### config.mk
export PLATFORM = sky130hd
export DESIGN_NAME = alu_arbiter_flat
export DESIGN_NICKNAME = d
export VERILOG_FILES = /design/src/rtl/alu_pkg.sv /design/src/rtl/alu_arbiter_if.sv /design/src/rtl/alu_core.sv /design/src/rtl/alu_arbiter.sv /design/src/flat_wrapper.sv
export SDC_FILE = /design/constraint.sdc
export NUM_CORES = 1
export LEC_CHECK = 0
export CORE_ASPECT_RATIO = 2
export CORE_UTILIZATION = 57
export CTS_CLUSTER_DIAMETER = 50
export DETAILED_ROUTE_END_ITERATION = 10
export GPL_ROUTABILITY_DRIVEN = 0
export GPL_TIMING_DRIVEN = 0
export HOLD_SLACK_MARGIN = 0.12
export PLACE_DENSITY = 0.86
export SLEW_MARGIN = 15
export SYNTH_ARGS = -nofsm -noshare
export SYNTH_HDL_FRONTEND = slang
export SYNTH_HIERARCHICAL = 1
export SYNTH_SLANG_ARGS = --single-unit
### constraint.sdc
create_clock -name clk -period 3 [get_ports clk]
set_input_delay 0.45 -clock clk [delete_from_list [all_inputs] [get_ports clk]]
set_output_delay 0.45 -clock clk [all_outputs]
set_load 0.01 [all_outputs]
### src/rtl/alu_pkg.sv
// alu_pkg: opcode constants and FSM state type shared by the ALU arbiter files
package alu_pkg;
  localparam logic [2:0] ADD = 3'b000;
  localparam logic [2:0] SUB = 3'b001;
  localparam logic [2:0] AND = 3'b010;
  localparam logic [2:0] OR  = 3'b011;
  localparam logic [2:0] NOT = 3'b100;
  typedef enum logic [1:0] {IDLE, EXEC, RESP} state_t;
endpackage

### src/rtl/alu_arbiter_if.sv
// alu_arbiter_if: two request channels and one response channel; ALU_ARB_ZFLAG_EN adds rsp_zero
interface alu_arbiter_if;
  logic       req0_valid, req0_ready, req1_valid, req1_ready;
  logic [7:0] req0_a, req0_b, req1_a, req1_b;
  logic [2:0] req0_op, req1_op;
  logic       rsp_valid, rsp_ready, rsp_id;
  logic [7:0] rsp_data;
`ifdef ALU_ARB_ZFLAG_EN
  logic       rsp_zero;
`endif
  modport master (
    output req0_valid, req0_a, req0_b, req0_op, req1_valid, req1_a, req1_b, req1_op, rsp_ready,
    input  req0_ready, req1_ready, rsp_valid, rsp_data, rsp_id
`ifdef ALU_ARB_ZFLAG_EN
    , input rsp_zero
`endif
  );
  modport slave (
    input  req0_valid, req0_a, req0_b, req0_op, req1_valid, req1_a, req1_b, req1_op, rsp_ready,
    output req0_ready, req1_ready, rsp_valid, rsp_data, rsp_id
`ifdef ALU_ARB_ZFLAG_EN
    , output rsp_zero
`endif
  );
endinterface

### src/rtl/alu_core.sv
// alu_core: combinational 8-bit ALU; unused opcodes fall back to add
module alu_core
  import alu_pkg::*;
(
  input  logic [7:0] a,
  input  logic [7:0] b,
  input  logic [2:0] op,
  output logic [7:0] y
);
  always_comb begin
    y = op == SUB ? a - b :
        op == AND ? a & b :
        op == OR  ? a | b :
        op == NOT ? ~a    : a + b;
  end
endmodule

### src/rtl/alu_arbiter.sv
// alu_arbiter: round-robin arbiter feeding one ALU, one operation in flight
// ALU_ARB_ZFLAG_EN: adds a registered result-is-zero flag on rsp_zero
module alu_arbiter
  import alu_pkg::*;
#(
  parameter bit RR_INIT = 1'b0
) (
  input logic         clk,
  input logic         rst_n,
  alu_arbiter_if.slave bus
);
  state_t     state;
  logic       prio, id_r, gnt0, gnt1;
  logic [7:0] a_r, b_r, y;
  logic [2:0] op_r;
  // prio names the requester that wins when both are valid
  assign gnt0 = rst_n && state == IDLE && bus.req0_valid && (!bus.req1_valid || !prio);
  assign gnt1 = rst_n && state == IDLE && bus.req1_valid && (!bus.req0_valid || prio);
  assign bus.req0_ready = gnt0;
  assign bus.req1_ready = gnt1;
  alu_core u_core (.a(a_r), .b(b_r), .op(op_r), .y(y));
  always_ff @(posedge clk) begin
    if (!rst_n) begin
      state        <= IDLE;
      prio         <= RR_INIT;
      id_r         <= 1'b0;
      a_r          <= '0;
      b_r          <= '0;
      op_r         <= '0;
      bus.rsp_valid <= 1'b0;
      bus.rsp_data  <= '0;
      bus.rsp_id    <= 1'b0;
`ifdef ALU_ARB_ZFLAG_EN
      bus.rsp_zero  <= 1'b0;
`endif
    end else begin
      case (state)
        IDLE: if (gnt0 || gnt1) begin
          a_r   <= gnt1 ? bus.req1_a  : bus.req0_a;
          b_r   <= gnt1 ? bus.req1_b  : bus.req0_b;
          op_r  <= gnt1 ? bus.req1_op : bus.req0_op;
          id_r  <= gnt1;
          state <= EXEC;
        end
        EXEC: begin
          bus.rsp_data  <= y;
          bus.rsp_id    <= id_r;
          bus.rsp_valid <= 1'b1;
`ifdef ALU_ARB_ZFLAG_EN
          bus.rsp_zero  <= y == 8'h00;
`endif
          state <= RESP;
        end
        RESP: if (bus.rsp_ready) begin
          bus.rsp_valid <= 1'b0;
          prio          <= ~bus.rsp_id;
          state         <= IDLE;
        end
        default: state <= IDLE;
      endcase
    end
  end
endmodule

### src/flat_wrapper.sv
// flat-port wrapper written by rule: the top's interface ports become plain ports
module alu_arbiter_flat import alu_pkg::*;
#(
  parameter bit RR_INIT = 1'b0
)
  (clk, rst_n, bus_req0_valid, bus_req0_a, bus_req0_b, bus_req0_op, bus_req1_valid, bus_req1_a, bus_req1_b, bus_req1_op, bus_rsp_ready, bus_req0_ready, bus_req1_ready, bus_rsp_valid, bus_rsp_data, bus_rsp_id);
  alu_arbiter_if bus_i ();
  input logic clk;
  input logic rst_n;
  input wire logic [$bits(bus_i.req0_valid)-1:0] bus_req0_valid;
  input wire logic [$bits(bus_i.req0_a)-1:0] bus_req0_a;
  input wire logic [$bits(bus_i.req0_b)-1:0] bus_req0_b;
  input wire logic [$bits(bus_i.req0_op)-1:0] bus_req0_op;
  input wire logic [$bits(bus_i.req1_valid)-1:0] bus_req1_valid;
  input wire logic [$bits(bus_i.req1_a)-1:0] bus_req1_a;
  input wire logic [$bits(bus_i.req1_b)-1:0] bus_req1_b;
  input wire logic [$bits(bus_i.req1_op)-1:0] bus_req1_op;
  input wire logic [$bits(bus_i.rsp_ready)-1:0] bus_rsp_ready;
  output wire logic [$bits(bus_i.req0_ready)-1:0] bus_req0_ready;
  output wire logic [$bits(bus_i.req1_ready)-1:0] bus_req1_ready;
  output wire logic [$bits(bus_i.rsp_valid)-1:0] bus_rsp_valid;
  output wire logic [$bits(bus_i.rsp_data)-1:0] bus_rsp_data;
  output wire logic [$bits(bus_i.rsp_id)-1:0] bus_rsp_id;
  assign bus_i.req0_valid = bus_req0_valid;
  assign bus_i.req0_a = bus_req0_a;
  assign bus_i.req0_b = bus_req0_b;
  assign bus_i.req0_op = bus_req0_op;
  assign bus_i.req1_valid = bus_req1_valid;
  assign bus_i.req1_a = bus_req1_a;
  assign bus_i.req1_b = bus_req1_b;
  assign bus_i.req1_op = bus_req1_op;
  assign bus_i.rsp_ready = bus_rsp_ready;
  assign bus_req0_ready = bus_i.req0_ready;
  assign bus_req1_ready = bus_i.req1_ready;
  assign bus_rsp_valid = bus_i.rsp_valid;
  assign bus_rsp_data = bus_i.rsp_data;
  assign bus_rsp_id = bus_i.rsp_id;
  alu_arbiter #(.RR_INIT(RR_INIT)) u_core (.clk(clk), .rst_n(rst_n), .bus(bus_i));
endmodule
# Word level (Yosys, flattened, before mapping)
# Cells that the tools add are included.
# classes
addsub	2
n_eq_ne	8
muxes	12
bitwise_logic	4
n_reduce_logical	17
# op_table
operator	n
8-bit two-way mux	6
8-bit adder	1
8-bit bitwise AND	1
8-bit inverter	1
8-bit OR	1
2-bit AND reduction	4
8-bit subtractor	1
3-bit by 2-bit == test with 1-bit output (second input constant)	2
2-bit case mux with 3 select lines	1
1-bit logical AND	5
2-bit two-way mux	2
2-bit != test (second input constant)	2
3-bit by 1-bit == test with 1-bit output (second input constant)	1
3-bit == test (second input constant)	1
1-bit logical NOT	3
1-bit logical OR	3
3-bit two-way mux	1
2-bit by 1-bit == test with 1-bit output (second input constant)	1
2-bit == test (second input constant)	1
2-bit logical NOT	1
1-bit case mux with 2 select lines	1
2-bit nonzero test	1
1-bit two-way mux	1
1-bit inverter	1
# totals
reg_bits	33
input_bits	43
output_inout_bits	12
elab_cells	52

# Longest topological paths before layout
# depth
depth_word	7
mapped_depth	11
depth_no_buf	11

# Cells and area by module
# The synthesis kept the hierarchy.
# by_module_without_submodules
module	instances	cells_per_inst	area_each_um2	seq_area_each_um2
alu_arbiter	1	221	1754.2	660.6
alu_core	1	177	1218.7	0.0

# Worst setup path before layout
# Ideal clock, no wire load.
# synth_timing
path_kind	reg2reg
startpoint	register u_core.a_r[0]
endpoint	register u_core.bus.rsp_data[6]
setup_ns	0.070
t_arrival_ns	1.923
required_ns	2.930
slack_ns	1.007
stages_incl_launch_ff	12
n_path_buf	0
period_less_slack_ns	1.993
cell_sequence	dfxtp_1 ha_1 inv_1 fa_1 and2b_1 nor3_2 o21bai_1 a21oi_2 xor2_1 o221ai_2 nand2_1 a21boi_1
# synth_between
elab_chain_cells	5
elab_cells_between_ends	6
cone_classes	add/sub: 2; mux: 4
# synth_lines
item	line	rtl
start: declaration	alu_arbiter.sv:14	logic [7:0] a_r, b_r, y;
start signal: assignment	alu_arbiter.sv:39	a_r <= gnt1 ? bus.req1_a : bus.req0_a;
8-bit adder	alu_core.sv:14	op == NOT ? ~a : a + b;
8-bit two-way mux	alu_core.sv:14	
8-bit two-way mux	alu_core.sv:13	op == OR ? a | b :
8-bit two-way mux	alu_core.sv:12	op == AND ? a & b :
8-bit two-way mux (*)	alu_core.sv:11	y = op == SUB ? a - b :
net u_core.y[6]	alu_arbiter.sv:14	
end signal: assignment	alu_arbiter.sv:46	bus.rsp_data <= y;
end: declaration	alu_arbiter_if.sv:20	output req0_ready, req1_ready, rsp_valid, rsp_data, rsp_id
# The timed path passes the listed nets; every way through them passes the cells marked *.
# A chain may end at the register's enable or synchronous reset.

# Worst setup path after layout
# layout_timing
startpoint	input rst_n
endpoint	output bus_req1_ready
# layout_between
elab_chain_cells	3
# layout_lines
item	line	rtl
start: declaration	flat_wrapper.sv:9	input logic rst_n;
1-bit logical AND (3 in series)	alu_arbiter.sv:18	assign gnt1 = rst_n && state == IDLE && bus.req1_valid && (!bus.req0_valid || prio);
end: declaration	flat_wrapper.sv:20	output wire logic [$bits(bus_i.req1_ready)-1:0] bus_req1_ready;
# No other way between the ends.

==> summary by stage <==
Status
The flow ran to the end, and the final reports show no timing, DRC or antenna violations.

STA
The maximum clock frequency is 0.358 GHz. Setup total negative slack on the finished layout was measured at 0 ps. Setup violations remaining at the end of the flow were counted as 0.

Setup slack on the critical path of the routed design comes to between 200 and 250 ps. The part of the cycle the worst path needs is 0.932. The number of hold violations in the final report is 0. The relative slew slack is 0.659. At the pin with the least slew margin, the transition time is 512 ps. Setup repair after global routing left no endpoint under its margin. The number of pins exceeding their max-slew limit in the final report is 0.

For the finished layout, the period the worst path requires is ~2800 ps. The final hold slack is ~460 ps. The clock skew is 5.55 ps.

Synthesis
The combined area of all synthesized cells is 2970 sq um. The number of nets handed over by synthesis was 466. The share of the Yosys chip area taken by registers is 0.222. After synthesis, the mean cell area works out to 7.47 sq um. The yosys synthesis warning count is 6.

Synthesis produced a netlist whose cell count is 398. Yosys mapped the design onto 55 distinct sky130hd cell types. Counting flops and latches in the post-synthesis netlist gives 33.

Power and ir drop
The clock group share of total power is 0.213. The power share of the combinational group is 0.445. The analysis attributes to net switching a power of approximately 570 uW.

VDD sags by at most 331 uV. The power density of the placed cells is around 420 nW/um^2. The static leakage is roughly 1.5 nW. The switching power share of the total is 0.375. The share of power burned in registers is 0.342. The internal power summed over all cells is 955 uW.

Setup path
The count of cells along the worst register-to-register path is 10. The critical-path cell with the highest stage delay is clkdlybuf4s50_1. The kind of launch point of the worst setup path is an input pin. The endpoint identified for the worst register-to-register timing path is u_core/bus.rsp_data[4].

The sum of buffers and inverters on the critical path is 3. Counting stages on the worst path, the most repeated cell is clkdlybuf4s50_1. The type of element capturing the critical path is a primary output. The path type of the worst setup path is in -> out. Across all register-to-register paths, the minimum setup slack is between 500 and 600 ps.

The worst endpoint required time is 2550 ps. Data arrives at the worst endpoint at 2350 ps. The largest driver fanout on the critical path is 10. Walking the worst path, the cells encountered are clkdlybuf4s50_1 -> nor3b_2 -> buf_2 -> and3_1 -> clkdlybuf4s50_1. Grouping stages by cell kind, the critical path spends the most delay in buffers and inverters. In this run the critical register-to-register path is launched from u_core/b_r[0]. Counting buffers and inverters, the worst setup path is 5 cells deep.

The largest single stage delay on the critical path is 560 ps.

Routing
The total wire length is 7920 um. Dividing the detail-routed via count by the number of cells gives 5.91. The total number of vias is a little over 3000.

After detailed routing, the average wire length per cell comes to 15.4 um. The first-pass iteration count of the detailed router is 4. The first routing iteration left 121 violations.

The number of nets still failing antenna checks after routing is 0. After detailed routing, the number of remaining DRC violations is 0.

Finish
The repair_antennas step left the layout with diodes totalling 0. The final layout contains 526 nets. From synthesis to final layout, the design area changed by 23.1%. The total of fill cells in the finished design is roughly 400. The ratio of cells with drive above 1 in the final layout is 0.0915.

Worst hold path
The class of the tightest hold or removal check is reg -> reg. For hold timing, the worst endpoint is u_core/bus.rsp_data[2]. The worst hold path startpoint is u_core/bus.rsp_data[2].

The worst hold path was traced through 2 stages.

Floorplanning
The effective utilization at floorplan is 0.600. The core region is 4950 sq um. The chip width is 53.1 um.

The height of the die is about 100 um. The floorplan has 36 rows. The floorplan step defined a die boundary enclosing about 5500 sq um. During I/O placement, the number of pins put on the boundary was 55.

Global route
For this run, global-route usage on met2 was measured as 0.557. The maximum number of pins on one net before global-route repair is 12. The met3 track demand over resource is 0.0263. For this run the aggregate overflow at the end of global routing stands at 0.

Across every metal layer, demand over resource in global routing totals 0.313. The first global-routing pass estimated 13200 um of wire. In this run the most used layer during global routing was met2. The number of global-route vias before repair is 2998.

For met1 alone, demand over resource in global routing was 0.335. The number of antenna violations at the first check in global routing came to 0.

CTS
The maximum clock path buffer count is 2. TritonCTS built the clock tree. The worst-skew pair later-pin latency is approximately 280 ps. The total setup buffers inserted after CTS is 0.

The clock tree synthesis step divided the H-tree into 2 levels. The post-CTS clock slew at the launch and capture registers of the worst setup and hold paths is 70 ps. Clock tree synthesis selected as its root buffer the cell clkbuf_8. The hold-fix buffer count after cts is 0. The clock buffer count from CTS is 5.

The number of instances resized during post-cts repair is 0. The count of clock tree sinks is 33.

Place
OpenSTA, run right after detailed placement, puts the worst setup slack at 215 ps. The count of input and output buffers is 53. The HPWL after detailed placement is 6340 um.

Run
Max-cap violations in this run came to 0.
-- stage by stage --
step	area (sq um)	utilization	std cells	power [mW]
after floorplan	2970	-	398	0.991
final	3660	0.739	516	1.53
after global routing	3660	0.739	516	1.62
after global placement	3570	0.721	508	1.18
after CTS	3660	0.739	516	1.53
after detailed placement	3570	0.721	508	1.20
-- power by group through the flow --
stage | Clock [mW] | Combinational, mW | Sequential, mW
2_1_floorplan | 0 | 0.464 | 0.526
3_3_place_gp | 0 | 0.653 | 0.530
3_5_place_dp | 0 | 0.670 | 0.531
5_1_grt | 0.351 | 0.745 | 0.529
4_1_cts | 0.332 | 0.673 | 0.522
6_report | 0.326 | 0.680 | 0.522
-- flip-flops by register name, summed over array words and instances (netlist names) --
register              cells
u_core/op_r               3
u_core/b_r                8
u_core/a_r                8
u_core/bus.rsp_valid      1
u_core/state              2
u_core/bus.rsp_data       8
u_core/prio               1
u_core/id_r               1
u_core/bus.rsp_id         1
-- metal layers --
metal / vias to the layer above / wire [um]
met3: 20 / 310
met4: 0 / 327
met2: 110 / 4360
li1: 1508 / -
met1: 1411 / 2930
met5: - / 0
-- layout by cell type, fill, tap and decap left out, types with 3 or more instances in the layout --
| cell type | count |
|---|---|
| mux2i_1 | 5 |
| inv_1 | 44 |
| o21ai_1 | 6 |
| clkbuf_8 | 5 |
| a21boi_1 | 9 |
| xor2_1 | 3 |
| ha_1 | 23 |
| o21ai_0 | 14 |
| clkbuf_1 | 17 |
| buf_2 | 7 |
| a21oi_2 | 3 |
| xnor2_1 | 5 |
| o311a_1 | 19 |
| a21oi_1 | 13 |
| o21bai_1 | 22 |
| nand3_1 | 3 |
| nand2_1 | 52 |
| a31oi_1 | 22 |
| dfxtp_1 | 33 |
| buf_6 | 4 |
| nor2_1 | 22 |
| clkdlybuf4s50_1 | 53 |
| nand2b_1 | 3 |
| nor2b_1 | 4 |
| nor3_1 | 21 |
| and3_1 | 3 |
-- tightest hold or removal path: cells and delay by family, from the launching register on --
family	cells	cell delay [ps]
compound gates	1	50
flops	1	310
simple gates	1	50
-- kinds of logic (layout without fill, tap and decap cells) --
kind of cell	count (synthesis)	count (layout)	synth area share
buffers and inverters	78	139	0.115
AND/OR/NAND/NOR	120	120	0.191
XOR/XNOR	8	8	0.0236
adder cells (fa/ha/maj)	25	25	0.110
multiplexers	7	7	0.0244
AO/OA/AOI/OAI	127	127	0.313
flip-flops	33	33	0.222
-- worst max path at each step --
stage	start	endpoint	slack [ps]
2_1_floorplan	u_core/a_r[0]	u_core/bus.rsp_data[6]	1010
3_3_place_gp	rst_n	bus_req1_ready	250
3_5_place_dp	rst_n	bus_req1_ready	210
4_1_cts	rst_n	bus_req1_ready	210
5_1_grt	rst_n	bus_req1_ready	130
6_report	rst_n	bus_req1_ready	200
-- area by class of cell --
| class | count | area [sq um] | share of cell area |
|---|---|---|---|
| buffer | 32 | 170 | 0.0465 |
| clock buffer | 5 | 68.8 | 0.0188 |
| clock inverter | 3 | 17.5 | 0.00478 |
| inverter | 46 | 173 | 0.0472 |
| multi-input combinational | 287 | 1970 | 0.538 |
| sequential | 33 | 661 | 0.180 |
| tap | 57 | 71.3 | 0.0195 |
| timing repair buffer | 53 | 531 | 0.145 |
-- synthesized netlist by cell type (all sizes together) --
library cell	n	area, sq um
ha	23	288
a211oi	3	32.5
a21boi	9	67.6
o221ai	3	32.5
o22a	1	8.76
o21bai	24	188
fa	2	40.0
and3	3	18.8
nor2b	4	25.0
o21ba	1	10.0
a31oi	22	138
nand3	3	15.0
xnor2	5	43.8
nand2	53	201
nor3b	3	32.5
dfxtp	33	661
o311ai	1	8.76
nor3	23	125
xor2	3	26.3
nor2	24	100
o21ai	20	100
clkbuf	19	78.8
o21a	1	7.51
nand2b	3	18.8
a31o	1	8.76
o311a	19	190
mux2i	5	50.1
inv	46	173
o211a	1	10.0
a21oi	16	91.3
and2b	1	7.51
or3	1	6.26
mux2	2	22.5
a311oi	1	8.76
or3b	1	8.76
and3b	1	8.76
o22ai	2	12.5
o211ai	1	7.51
buf	13	91.3
a32oi	1	8.76
Note: power is estimated with default switching activity, not from simulation.
